===== config.mk =====
export PLATFORM = sky130hd
export DESIGN_NAME = barrel_rot_ctrl
export DESIGN_NICKNAME = d
export VERILOG_FILES = /design/src/rtl/barrel_rot_ctrl.sv
export SDC_FILE = /design/constraint.sdc
export NUM_CORES = 1
export LEC_CHECK = 0
export CAP_MARGIN = 0
export CORE_MARGIN = 4
export CORE_UTILIZATION = 42
export DETAILED_ROUTE_END_ITERATION = 16
export PLACE_DENSITY = 0.7
export SYNTH_ARGS = -nofsm -noshare
export SYNTH_HDL_FRONTEND = slang
export SYNTH_SLANG_ARGS = --single-unit

===== constraint.sdc =====
create_clock -name clock -period 6.2 [get_ports clock]
set_clock_uncertainty 0.1 [all_clocks]
set_input_delay 1.55 -clock clock [delete_from_list [all_inputs] [get_ports clock]]
set_output_delay 1.55 -clock clock [all_outputs]
set_load 0.02 [all_outputs]

===== src/rtl/barrel_rot_ctrl.sv =====
// Command sequencer for an N-entry rotating register b and an N-entry register file r.
// Optional sticky alignment-invariant checker enabled by defining BARREL_INV_CHECK_EN.
module barrel_rot_ctrl #(
    parameter int N = 4,
    parameter int W = 2
) (
    input  logic           clock,
    input  logic           reset,
    input  logic           cmd_valid,
    output logic           cmd_ready,
    input  logic [1:0]     cmd_op,
    input  logic [N*W-1:0] cmd_data,
    input  logic [W-1:0]   cmd_amt,
    output logic           rsp_valid,
    output logic           rsp_match,
    output logic [W:0]     rsp_count,
    output logic           busy,
    output logic [N*W-1:0] b_out,
    output logic [N*W-1:0] r_out,
    output logic           inv_err
);

    localparam logic [1:0] ST_IDLE = 2'd0;
    localparam logic [1:0] ST_ROT  = 2'd1;
    localparam logic [1:0] ST_SRCH = 2'd2;
    localparam logic [1:0] ST_RESP = 2'd3;

    localparam logic [1:0] OP_LOAD_R = 2'd0;
    localparam logic [1:0] OP_LOAD_B = 2'd1;
    localparam logic [1:0] OP_ROTATE = 2'd2;
    localparam logic [1:0] OP_SEARCH = 2'd3;

    localparam logic [W:0] N_CNT = (W+1)'(N);

    // One parallel step: entry i takes old entry i+1, the top entry takes old entry 0.
    function automatic logic [N*W-1:0] rot_step(input logic [N*W-1:0] v);
        return {v[W-1:0], v[N*W-1:W]};
    endfunction

    logic [1:0]     state_r, state_s;
    logic [N*W-1:0] b_r, b_s, r_r, r_s, b_step_s;
    logic [W:0]     cnt_r, cnt_s, amt_r, amt_s, cnt_inc_s;
    logic           match_r, match_s;
    logic [W:0]     count_r, count_s;
    logic           rsp_valid_r, cmd_ready_r, busy_r;

    // Next-state and datapath decode; loads and immediate completions resolve on the accept edge.
    always_comb begin
        state_s   = state_r;
        b_s       = b_r;
        r_s       = r_r;
        cnt_s     = cnt_r;
        amt_s     = amt_r;
        match_s   = match_r;
        count_s   = count_r;
        b_step_s  = rot_step(b_r);
        cnt_inc_s = cnt_r + {{W{1'b0}}, 1'b1};
        case (state_r)
            ST_IDLE: begin
                if (cmd_valid) begin
                    cnt_s = {(W+1){1'b0}};
                    case (cmd_op)
                        OP_LOAD_R: begin
                            r_s     = cmd_data;
                            match_s = 1'b0;
                            count_s = {(W+1){1'b0}};
                            state_s = ST_RESP;
                        end
                        OP_LOAD_B: begin
                            b_s     = cmd_data;
                            match_s = 1'b0;
                            count_s = {(W+1){1'b0}};
                            state_s = ST_RESP;
                        end
                        OP_ROTATE: begin
                            amt_s = {1'b0, cmd_amt};
                            if (cmd_amt == {W{1'b0}}) begin
                                match_s = 1'b0;
                                count_s = {(W+1){1'b0}};
                                state_s = ST_RESP;
                            end else begin
                                state_s = ST_ROT;
                            end
                        end
                        OP_SEARCH: begin
                            // Already aligned: report zero rotations without entering SRCH.
                            if (b_r == r_r) begin
                                match_s = 1'b1;
                                count_s = {(W+1){1'b0}};
                                state_s = ST_RESP;
                            end else begin
                                state_s = ST_SRCH;
                            end
                        end
                        default: state_s = ST_IDLE;
                    endcase
                end else begin
                    state_s = ST_IDLE;
                end
            end
            ST_ROT: begin
                b_s   = b_step_s;
                cnt_s = cnt_inc_s;
                if (cnt_inc_s == amt_r) begin
                    match_s = 1'b0;
                    count_s = cnt_inc_s;
                    state_s = ST_RESP;
                end else begin
                    state_s = ST_ROT;
                end
            end
            ST_SRCH: begin
                // Step and compare the stepped value, so a hit after s steps costs s cycles.
                b_s   = b_step_s;
                cnt_s = cnt_inc_s;
                if (b_step_s == r_r) begin
                    match_s = 1'b1;
                    count_s = cnt_inc_s;
                    state_s = ST_RESP;
                end else if (cnt_inc_s == N_CNT) begin
                    match_s = 1'b0;
                    count_s = N_CNT;
                    state_s = ST_RESP;
                end else begin
                    state_s = ST_SRCH;
                end
            end
            ST_RESP: state_s = ST_IDLE;
            default: state_s = ST_IDLE;
        endcase
    end

    // State, datapath and registered handshake outputs.
    always_ff @(posedge clock) begin
        if (reset) begin
            state_r     <= ST_IDLE;
            b_r         <= {(N*W){1'b0}};
            r_r         <= {(N*W){1'b0}};
            cnt_r       <= {(W+1){1'b0}};
            amt_r       <= {(W+1){1'b0}};
            match_r     <= 1'b0;
            count_r     <= {(W+1){1'b0}};
            rsp_valid_r <= 1'b0;
            cmd_ready_r <= 1'b1;
            busy_r      <= 1'b0;
        end else begin
            state_r     <= state_s;
            b_r         <= b_s;
            r_r         <= r_s;
            cnt_r       <= cnt_s;
            amt_r       <= amt_s;
            match_r     <= match_s;
            count_r     <= count_s;
            rsp_valid_r <= (state_s == ST_RESP);
            cmd_ready_r <= (state_s == ST_IDLE);
            busy_r      <= (state_s != ST_IDLE);
        end
    end

    assign cmd_ready = cmd_ready_r;
    assign busy      = busy_r;
    assign rsp_valid = rsp_valid_r;
    assign rsp_match = match_r;
    assign rsp_count = count_r;
    assign b_out     = b_r;
    assign r_out     = r_r;

`ifdef BARREL_INV_CHECK_EN
    // Any entry pair of b matching r must also match at the following (cyclic) position.
    function automatic logic inv_ok(input logic [N*W-1:0] b, input logic [N*W-1:0] r);
        logic ok;
        ok = 1'b1;
        for (int i = 0; i < N; i++) begin
            for (int j = 0; j < N; j++) begin
                if ((b[W*j +: W] == r[W*i +: W]) &&
                    (b[W*((j+1)%N) +: W] != r[W*((i+1)%N) +: W])) begin
                    ok = 1'b0;
                end else begin
                    ok = ok;
                end
            end
        end
        return ok;
    endfunction

    logic inv_err_r;

    // Sticky violation flag, cleared only by reset.
    always_ff @(posedge clock) begin
        if (reset) begin
            inv_err_r <= 1'b0;
        end else if (!inv_ok(b_r, r_r)) begin
            inv_err_r <= 1'b1;
        end else begin
            inv_err_r <= inv_err_r;
        end
    end

    assign inv_err = inv_err_r;
`else
    assign inv_err = 1'b0;
`endif

endmodule


==> implementation parameters, run 1 <==
Parameter                              Value

Status
  Outcome ... finished clean

Route
  Number of iterations in the first detailed-routing pass ... 4
  Number of remaining DRC errors ... 0
  DRT Wirelength ... 3850 um
  Via density per instance ... 5.27
  Via count ... 1350
  Count of nets left with antenna violations after detail routing ... 0
  Number of DRC markers in iteration 0 ... 63
  Routed length per placed instance ... 15.0 um

Final layout
  Final non-filler cell total ... 256
  Number of antenna diodes ... 0
  Proportion of layout cells with a drive suffix above 1 ... 0.0962
  Fillcell total ... 346
  Layout Nets ... 229
  Layout area overhead ... 30.2%
  Post-route cell area ... 0.00215 mm2

Power
  P_int ... 0.584 mW
  Net switching component of the power ... 0.426 mW
  Largest voltage drop on the vdd net ... 0.211 mV
  Clock power frac ... 0.160
  Standby leakage power ... 0.886 nW
  Pwr Density ... 471 mW/mm2
  Switching portion of total power ... 0.422
  Logic gate share of total power ... 0.539
  Final total power ... 1.01 mW
  Register share of total power ... 0.301

Die
  Initial core utilization ... 0.443
  Core Footprint ... 0.00372 mm2
  Std cell rows ... 22
  DIE AREA ... 0.00499 mm2
  Die X ... 70.6 um
  Die Ht ... 70.6 um
  Top-level I/O count ... 39

Global route
  Met1 Resource Use GR ... 0.186
  Vias in the first global route ... 1435
  Largest net degree at the start of global routing ... 32
  Met3 demand-to-capacity share in global routing ... 0.0483
  GR peak layer ... met2
  First-pass GRT wire length ... 6570 um
  Final global-route overflow total ... 0
  Global-route total usage across every layer ... 0.166
  Global routing usage on met2 ... 0.291
  Antenna violations before repair ... 0

Placed design
  Placer Congestion ... 0.841
  HPWL after detailed placement ... 2890 um
  Instance area at placement ... 0.00205 mm2
  Placed insts ... 248
  Count of port buffers added during placement ... 37

Job
  Total of max-cap violations ... 0

Min path
  Class of the most critical hold timing path ... reg -> reg
  Hold depth ... 2

Worst setup path
  Count of buffer and inverter cells on the critical path ... 2
  Required time of the critical path ... 6.27 ns
  Reg2Reg Depth ... 6
  Cells along the critical path ... clkdlybuf4s50_1 -> inv_1 -> a21oi_1 -> a21boi_2 -> nor2_1 -> a211oi_1
  Slowest stage cell on the critical path ... sky130_fd_sc_hd__a21boi_2
  Category of the most critical setup path ... in -> reg
  Critical path capture point type ... register
  Depth of the critical timing path with buffers and inverters included ... 6
  Crit path DAT ... 3.53 ns
  Worst Setup Start Kind ... input port
  Largest fanout of any net on the critical path ... 16
  CP peak stage delay ... 0.70 ns
  Largest delay share family, worst path ... compound AO/OA/AOI/OAI gates

Synthesis
  Register bit total from synthesis ... 30
  Post-synth top area cell ... sky130_fd_sc_hd__dfxtp_1
  Portion of the post-synthesis area used by sequential elements ... 0.364
  Number of distinct library cells after synthesis ... 39
  Count of flip-flops with a built-in enable after synthesis ... 0
  Avg Synthesized Cell Area ... 9.75 um2
  Primary flip-flop cell chosen by synthesis mapping ... sky130_fd_sc_hd__dfxtp_1
  Count leader, synth ... sky130_fd_sc_hd__dfxtp_1
  Cells after Synth ... 169
  Most used standard cells in the synthesized netlist ... 30 x sky130_fd_sc_hd__dfxtp_1, 24 x sky130_fd_sc_hd__nor2_1, 22 x sky130_fd_sc_hd__mux2i_1, 17 x sky130_fd_sc_hd__xor2_1, 8 x sky130_fd_sc_hd__a211oi_1
  Total nets after synthesis ... 191
  Share of synthesized registers carrying an async set or reset ... 0
  Area contributors post-synth ... sky130_fd_sc_hd__dfxtp_1 36%, sky130_fd_sc_hd__mux2i_1 13%, sky130_fd_sc_hd__xor2_1 9.0%, sky130_fd_sc_hd__nor2_1 5.5%, sky130_fd_sc_hd__ha_1 5.3%
  Share of Yosys cell area claimed by the top area cell type ... 0.364
  Count of warnings emitted by yosys ... 0
  Netlist Area Pre-Place ... 0.00165 mm2

Clock network
  Postcts setup bufs ... 0
  CTS tree ... built
  Hold buffer count at cts ... 0
  TritonCTS sink count ... 30
  CTS H-tree depth ... 2
  Cts bufs inserted ... 5
  Longest Clk Path Bufs ... 2
  Number of gates resized after CTS ... 0
  Clock transition at path regs ... 0.06 ns
  Clock latency on the worst-skew pair ... 0.28 ns
  Buffer type at the clock tree root ... sky130_fd_sc_hd__clkbuf_8

Timing
  Max-slew headroom ... 0.246
  Final Setup Violations ... 0
  Minimum clock period after layout ... 3.46 ns
  Unrepaired setup endpoints after global routing ... no
  Fmax ... 289 MHz
  Least-Margin Pin Slew ... 1.13 ns
  Tcrit/Tclk final ... 0.558
  Final max-slew violation count ... 0
  Count of endpoints failing hold in the final timing report ... 0
  Setup_tns ... 0 ns
[power by group through the flow]
stage | logic, mW | registers, mW | clock network, mW
floorplan | 0.341 | 0.345 | 0
global placement | 0.532 | 0.306 | 0
detailed placement | 0.543 | 0.309 | 0
CTS | 0.548 | 0.306 | 0.168
global route | 0.588 | 0.313 | 0.175
finish | 0.544 | 0.304 | 0.162
[logic make-up (layout without fill, tap and decap cells)]
group	Yosys count	count (layout)	share of synthesized area
AO/OA/AOI/OAI	24	24	0.115
XOR/XNOR	18	18	0.0957
adder cells (fa/ha/maj)	7	7	0.0531
buffers and inverters	10	49	0.0258
flip-flops	30	30	0.364
multiplexers	24	24	0.152
other	1	1	0.00228
AND/OR/NAND/NOR	55	55	0.191
[area by class of cell]
class	instances	area, um2	share of cell area
Tap cell	48	60.1	0.0280
Sequential cell	30	601	0.280
Multi-Input combinational cell	129	1000	0.468
Timing Repair Buffer	37	370	0.173
Clock inverter	2	12.5	0.00583
Clock buffer	6	82.6	0.0385
Inverter	4	15.0	0.00700
[path summary, 6_finish.rpt]
path	from	endpoint	slack, ns
setup / recovery	cmd_valid	b_out[1]	2.74
hold / removal	rsp_count[0]	rsp_count[0]	0.39
setup reg to reg	state_r[0]	b_out[1]	3.81
hold reg to reg	rsp_count[0]	rsp_count[0]	0.39
[routing by layer]
metal  share of wire  vias up
li1                -      672
met3           0.041        7
met5               0        -
met1            0.43      638
met4           0.018        0
met2            0.51       33
[per-stage QoR]
stage / hold WS (ns) / util / setup slack (ns)
after floorplan: 0.350 / - / 3.27
after global placement: 0.360 / 0.552 / 2.54
after detailed placement: 0.381 / 0.552 / 2.46
after CTS: 0.395 / 0.577 / 2.75
after global routing: 0.417 / 0.577 / 2.53
final: 0.387 / 0.577 / 2.74
[sequential cells by signal, summed over array words and instances, names as in the netlist]
register,flops
cmd_ready,1
rsp_count,3
r_out,8
cnt_r,3
b_out,8
state_r,2
rsp_match,1
rsp_valid,1
busy,1
amt_r,2
[worst register-to-register path, cell delays in order, from the launching register on]
cell and delay (ns):
sky130_fd_sc_hd__dfxtp_1 0.35, sky130_fd_sc_hd__inv_1 0.09, sky130_fd_sc_hd__ha_1 0.27, sky130_fd_sc_hd__a21oi_1 0.43, sky130_fd_sc_hd__a21boi_2 0.70, sky130_fd_sc_hd__nor2_1 0.09, sky130_fd_sc_hd__a211oi_1 0.24
[layout by cell type, fill, tap and decap left out, drive strengths merged, types with 5 or more instances in the layout]
master / netlist / routed
a211oi: 8 / 8
a21oi: 6 / 6
clkbuf: 1 / 6
clkdlybuf4s50: 0 / 37
dfxtp: 30 / 30
ha: 7 / 7
mux2i: 22 / 22
nand2b: 5 / 5
nor2: 24 / 24
nor2b: 5 / 5
nor4: 5 / 5
xor2: 17 / 17
(Power assumes the default switching activity.)
==> run 2, diff against run 1 <==
--- a/config.mk
+++ b/config.mk
@@ -9,7 +9,7 @@
 export CORE_MARGIN = 4
 export CORE_UTILIZATION = 42
 export DETAILED_ROUTE_END_ITERATION = 16
-export PLACE_DENSITY = 0.7
+export PLACE_DENSITY = 0.73
 export SYNTH_ARGS = -nofsm -noshare
 export SYNTH_HDL_FRONTEND = slang
 export SYNTH_SLANG_ARGS = --single-unit
==> constraint.sdc (replaced) <==
create_clock -name clock -period 2.91 [get_ports clock]
set_clock_uncertainty 0.1 [all_clocks]
set_input_delay 0.7275 -clock clock [delete_from_list [all_inputs] [get_ports clock]]
set_output_delay 0.7275 -clock clock [all_outputs]
set_load 0.02 [all_outputs]
==> run 2 against run 1 <==
  * Sequential cell count unchanged
  * Sequential share of layout area down 0.47 points
  * Sequential power up 110%
  * Critical path type unchanged
  * Highest routed layer unchanged
==> implementation parameters, run 2 (synthesized netlist as in run 1, its figures left out) <==
Parameter                              Value

Status
  Outcome ... finished clean

Global route
  First-pass GRT wire length ... 6260 um (-4.7%)
  Largest net degree at the start of global routing ... 18 (-44%)
  Final global-route overflow total ... 0 (unchanged)
  Antenna violations before repair ... 0 (unchanged)
  Vias in the first global route ... 1381 (-3.8%)
  Global-route total usage across every layer ... 0.154 (-0.0118)

Clock network
  Postcts setup bufs ... 0 (unchanged)
  Number of gates resized after CTS ... 0 (unchanged)
  CTS tree ... built
  Cts bufs inserted ... 5 (unchanged)
  Hold buffer count at cts ... 0 (unchanged)
  Buffer type at the clock tree root ... sky130_fd_sc_hd__clkbuf_8
  Longest Clk Path Bufs ... 2 (unchanged)
  CTS H-tree depth ... 2 (unchanged)
  Clock latency on the worst-skew pair ... 0.28 ns (about the same)
  Clock transition at path regs ... 0.06 ns (about the same)
  TritonCTS sink count ... 30 (unchanged)

Worst setup path
  Count of buffer and inverter cells on the critical path ... 1 (-1)
  Category of the most critical setup path ... in -> reg
  CP peak stage delay ... 0.47 ns (-0.23 ns)
  Cells along the critical path ... clkdlybuf4s50_1 -> nand2b_1 -> o21ai_0 -> a221o_1 -> a211o_4 -> mux2_4
  Slowest stage cell on the critical path ... sky130_fd_sc_hd__clkdlybuf4s50_1
  Crit path DAT ... 2.47 ns (-1.06 ns)
  Largest fanout of any net on the critical path ... 4 (-12)
  Required time of the critical path ... 2.97 ns (-3.30 ns)
  Largest delay share family, worst path ... compound AO/OA/AOI/OAI gates
  Critical path capture point type ... register
  Worst Setup Start Kind ... input port

Timing
  Final Setup Violations ... 0 (unchanged)
  Count of endpoints failing hold in the final timing report ... 0 (unchanged)
  Unrepaired setup endpoints after global routing ... no
  Minimum clock period after layout ... 2.40 ns
  Fmax ... 416 MHz
  Least-Margin Pin Slew ... 0.650 ns (-0.478 ns)
  Tcrit/Tclk final ... 0.825
  Max-slew headroom ... 0.567 (+0.321)
  Final max-slew violation count ... 0 (unchanged)
  Setup_tns ... 0 ns (unchanged)

Power
  Logic gate share of total power ... 0.550 (+0.011)
  Pwr Density ... 971 mW/mm2 (+110%)
  Standby leakage power ... 0.917 nW (+3.5%)
  Final total power ... 2.12 mW (+110%)
  Clock power frac ... 0.145 (-0.015)
  Register share of total power ... 0.305 (+0.004)
  Switching portion of total power ... 0.418 (-0.00346)
  Largest voltage drop on the vdd net ... 0.460 mV (+120%)
  Net switching component of the power ... 0.887 mW (+110%)
  P_int ... 1.23 mW (+110%)

Job
  Total of max-cap violations ... 0 (unchanged)

Die
  DIE AREA ... 0.00499 mm2 (unchanged)
  Die X ... 70.6 um (unchanged)
  Core Footprint ... 0.00372 mm2 (unchanged)
  Die Ht ... 70.6 um (unchanged)
  Std cell rows ... 22 (unchanged)
  Initial core utilization ... 0.443 (unchanged)
  Top-level I/O count ... 39 (unchanged)

Final layout
  Commonest non-fill, non-tap cell in the layout ... sky130_fd_sc_hd__clkdlybuf4s50_1
  Fraction of the core area covered by cells at the end of the flow ... 0.587 (+0.00976)
  Proportion of layout cells with a drive suffix above 1 ... 0.121 (+0.0253)
  Number of antenna diodes ... 0 (unchanged)
  Commonest cells after routing, fill and taps aside ... 37 x sky130_fd_sc_hd__clkdlybuf4s50_1, 30 x sky130_fd_sc_hd__dfxtp_1, 24 x sky130_fd_sc_hd__nor2_1, 22 x sky130_fd_sc_hd__mux2i_1, 17 x sky130_fd_sc_hd__xor2_1
  Layout Nets ... 236 (+3.1%)
  Fillcell total ... 352 (+1.7%)
  Layout area overhead ... 32.4%

Min path
  Class of the most critical hold timing path ... reg -> reg

Route
  DRT Wirelength ... 3640 um (-5.5%)
  Number of DRC markers in iteration 0 ... 84 (+33%)
  Number of iterations in the first detailed-routing pass ... 4 (unchanged)
  Count of nets left with antenna violations after detail routing ... 0 (unchanged)
  Routed length per placed instance ... 13.9 um (-7.6%)
  Via count ... 1371 (+1.6%)
  Via density per instance ... 5.23 (-0.77%)
  Number of remaining DRC errors ... 0 (unchanged)

Placed design
  Placer Congestion ... 0.902 (+7.2%)
  Count of port buffers added during placement ... 37 (unchanged)
  HPWL after detailed placement ... 2770 um (-4.2%)
-- run 2: worst paths after layout --
check,from,to,slack [ns],cells after the start
max,cmd_op[0],rsp_count[1],0.51,6
min,cnt_r[1],cnt_r[1],0.38,2
max reg2reg,cnt_r[0],rsp_count[1],0.72,6
min reg2reg,cnt_r[1],cnt_r[1],0.38,2
-- run 2: layer usage --
metal  GRT usage  up-vias  routed length (um)
met2       0.255       42                1720
met3      0.0554        6                 218
met5           0        -                   0
met1       0.185      639                1640
met4      0.0543        0                  55
li1            -      684                   -
-- run 2: layout make-up --
cell class	count	area, um2	area share
clock buffer	5	68.8	0.0315
clock inverter	2	10.0	0.00459
inverter	4	15.0	0.00688
multi-input combinational	129	1000	0.460
sequential	30	601	0.275
tap	48	60.1	0.0275
timing repair buffer	44	423	0.194
-- run 2: worst register-to-register path, stage by stage (launching register included) --
cell and delay (ns):
sky130_fd_sc_hd__dfxtp_1 0.34, sky130_fd_sc_hd__ha_1 0.21, sky130_fd_sc_hd__ha_1 0.35, sky130_fd_sc_hd__nand3_1 0.10
sky130_fd_sc_hd__a221o_1 0.32, sky130_fd_sc_hd__a211o_4 0.35, sky130_fd_sc_hd__mux2_4 0.30
-- run 2: per-stage QoR --
| step | hold WS, ns | instances | setup slack, ns | cell area, um2 |
|---|---|---|---|---|
| final | 0.380 | 262 | 0.509 | 2180 |
| after global routing | 0.408 | 262 | 0.471 | 2180 |
| after CTS | 0.385 | 262 | 0.528 | 2180 |
| after detailed placement | 0.378 | 255 | 0.245 | 2100 |
| after global placement | 0.361 | 255 | 0.261 | 2100 |
| after floorplan | 0.350 | 169 | 0.803 | 1650 |
-- run 2: power by group through the flow --
stage / combinational, mW / clock [mW] / sequential, mW
6_report: 1.17 / 0.307 / 0.646
5_1_grt: 1.26 / 0.334 / 0.663
4_1_cts: 1.17 / 0.317 / 0.648
3_5_place_dp: 1.16 / 0 / 0.655
3_3_place_gp: 1.15 / 0 / 0.652
2_1_floorplan: 0.726 / 0 / 0.735
==> run 3, diff against run 2 <==
--- a/config.mk
+++ b/config.mk
@@ -9,7 +9,7 @@
 export CORE_MARGIN = 4
 export CORE_UTILIZATION = 42
 export DETAILED_ROUTE_END_ITERATION = 16
-export PLACE_DENSITY = 0.73
+export PLACE_DENSITY = 0.7
 export SYNTH_ARGS = -nofsm -noshare
 export SYNTH_HDL_FRONTEND = slang
 export SYNTH_SLANG_ARGS = --single-unit
==> constraint.sdc (replaced) <==
create_clock -name clock -period 2.5 [get_ports clock]
set_clock_uncertainty 0.1 [all_clocks]
set_input_delay 0.625 -clock clock [delete_from_list [all_inputs] [get_ports clock]]
set_output_delay 0.625 -clock clock [all_outputs]
set_load 0.02 [all_outputs]
==> run 3 against run 2 <==
  * Routed wire length increased by 7.2%
  * Clock-buffer cell count grew 2
  * Die area unchanged
  * Power up 21%
  * Critical path depth unchanged
  * Sequential power is 17% higher
  * Register-to-register slack worse by 0.41 ns
  * Core utilization increased by 0.74 points
  * Final cell count rose by 1.1%
  * Cell area up 1.3%
==> implementation parameters, run 3 (synthesized netlist as in run 1, its figures left out) <==
Parameter                              Value

Timing
  Final Setup Violations ... 0 (unchanged)
  Final max-slew violation count ... 0 (unchanged)
  Worst Setup Slack, final ... 0.231 ns (-0.278 ns)
  Tcrit/Tclk final ... 0.908
  Final Hold Slack ... 0.379 ns (-0.00169 ns)
  Least-Margin Pin Slew ... 0.567 ns (-0.0824 ns)
  Unrepaired setup endpoints after global routing ... no
  Max-slew headroom ... 0.618 (+0.0515)
  Fmax ... 441 MHz
  Minimum clock period after layout ... 2.27 ns
  Count of endpoints failing hold in the final timing report ... 0 (unchanged)

Worst setup path
  Crit path DAT ... 2.34 ns (-0.13 ns)
  Required time of the critical path ... 2.57 ns (-0.40 ns)
  Largest fanout of any net on the critical path ... 3 (-1)
  Worst Setup Start Kind ... input port
  CP peak stage delay ... 0.48 ns (about the same)
  Cells along the critical path ... clkdlybuf4s50_1 -> nand2b_1 -> o21ai_0 -> a221o_1 -> a211o_4 -> mux2_4
  Category of the most critical setup path ... in -> reg
  Critical path capture point type ... register
  Slowest stage cell on the critical path ... sky130_fd_sc_hd__clkdlybuf4s50_1

Route
  Number of DRC markers in iteration 0 ... 81 (-3.6%)
  Routed length per placed instance ... 14.7 um (+6.0%)
  Count of nets left with antenna violations after detail routing ... 0 (unchanged)
  Number of remaining DRC errors ... 0 (unchanged)
  Via density per instance ... 5.26 (+0.45%)
  DRT Wirelength ... 3900 um (+7.2%)
  Via count ... 1393 (+1.6%)
  Number of iterations in the first detailed-routing pass ... 4 (unchanged)

Clock network
  Clock transition at path regs ... 0.07 ns (about the same)
  Longest Clk Path Bufs ... 2 (unchanged)
  Number of gates resized after CTS ... 0 (unchanged)
  Buffer type at the clock tree root ... sky130_fd_sc_hd__clkbuf_8
  CTS H-tree depth ... 2 (unchanged)
  Clock latency on the worst-skew pair ... 0.29 ns (about the same)
  TritonCTS sink count ... 30 (unchanged)
  Postcts setup bufs ... 0 (unchanged)
  Hold buffer count at cts ... 0 (unchanged)
  CTS tree ... built
  Cts bufs inserted ... 5 (unchanged)

Die
  Top-level I/O count ... 39 (unchanged)
  Die X ... 70.6 um (unchanged)
  Initial core utilization ... 0.443 (unchanged)
  Die Ht ... 70.6 um (unchanged)
  Std cell rows ... 22 (unchanged)
  Core Footprint ... 0.00372 mm2 (unchanged)
  DIE AREA ... 0.00499 mm2 (unchanged)

Final layout
  Proportion of layout cells with a drive suffix above 1 ... 0.129 (+0.00754)
  Reg area ... 601 um2 (unchanged)
  Footprint of the multi-input gates ... 0.00100 mm2 (unchanged)
  Number of antenna diodes ... 0 (unchanged)
  Fillcell total ... 338 (-4.0%)
  Commonest cells after routing, fill and taps aside ... 37 x sky130_fd_sc_hd__clkdlybuf4s50_1, 30 x sky130_fd_sc_hd__dfxtp_1, 24 x sky130_fd_sc_hd__nor2_1, 22 x sky130_fd_sc_hd__mux2i_1, 17 x sky130_fd_sc_hd__xor2_1
  Commonest non-fill, non-tap cell in the layout ... sky130_fd_sc_hd__clkdlybuf4s50_1
  Fraction of the core area covered by cells at the end of the flow ... 0.595 (+0.00741)
  Layout area overhead ... 34.1%
  Layout Nets ... 238 (+0.85%)

Global route
  Vias in the first global route ... 1454 (+5.3%)
  Antenna violations before repair ... 0 (unchanged)
  Final global-route overflow total ... 0 (unchanged)
  Largest net degree at the start of global routing ... 18 (unchanged)
  Global-route total usage across every layer ... 0.167 (+0.0126)
  First-pass GRT wire length ... 6570 um (+5.0%)

Placed design
  Worst slack, placed ... -0.0515 ns (-0.297 ns)
  Placer Congestion ... 0.878 (-2.7%)
  HPWL after detailed placement ... 2990 um (+8.0%)
  Count of port buffers added during placement ... 37 (unchanged)

Job
  Total of max-cap violations ... 0 (unchanged)

Status
  Outcome ... finished clean

Power
  Largest voltage drop on the vdd net ... 0.521 mV (+13%)
  Standby leakage power ... 0.931 nW (+1.5%)
  Pwr Density ... 1160 mW/mm2 (+20%)

Min path
  Class of the most critical hold timing path ... reg -> reg
==> run 3: area by class of cell <==
type	instances	share of cell area
inverter	4	0.00680
tap	48	0.0272
timing repair buffer	46	0.198
clock inverter	1	0.00227
sequential	30	0.272
clock buffer	7	0.0391
multi-input combinational	129	0.455
==> run 3: stage by stage <==
stage	cell area [um2]	power (mW)	setup TNS (ns)	cells
final	2210	2.57	0	265
after global routing	2210	2.74	0	265
after CTS	2210	2.59	0	265
after global placement	2120	2.14	-0.0886	257
after floorplan	1650	1.70	0	169
after detailed placement	2120	2.18	-0.128	257
==> run 3: power by group <==
group | switching, mW | internal, mW | total (mW) | leakage, nW
Combinational | 0.744 | 0.669 | 1.41 | 0.637
Sequential | 0.149 | 0.604 | 0.753 | 0.245
Clock | 0.184 | 0.222 | 0.406 | 0.0482
Total | 1.08 | 1.49 | 2.57 | 0.931
==> run 3: metal layers <==
metal  GRT usage  wire, um  share of wire  up-vias
met2       0.288      2000           0.51       37
met5           0         0              0        -
met3      0.0625       191          0.049        6
met4      0.0585        52          0.013        0
li1            -         -              -      691
met1       0.188      1660           0.43      659
==> run 3: worst max-delay path, delay by kind of cell <==
family | cells | cell delay (ns)
buffers and inverters | 1 | 0.48
multiplexers | 1 | 0.30
AND/OR/NAND/NOR | 1 | 0.10
AO/OA/AOI/OAI | 3 | 0.84
==> run 3: worst paths after layout <==
| path | startpoint | end | slack (ns) | cells after the start |
|---|---|---|---|---|
| worst max-delay path | cmd_op[0] | rsp_match | 0.23 | 6 |
| worst min-delay path | cnt_r[1] | cnt_r[1] | 0.38 | 2 |
| worst max register to register | cnt_r[0] | rsp_match | 0.31 | 6 |
| worst min register to register | cnt_r[1] | cnt_r[1] | 0.38 | 2 |
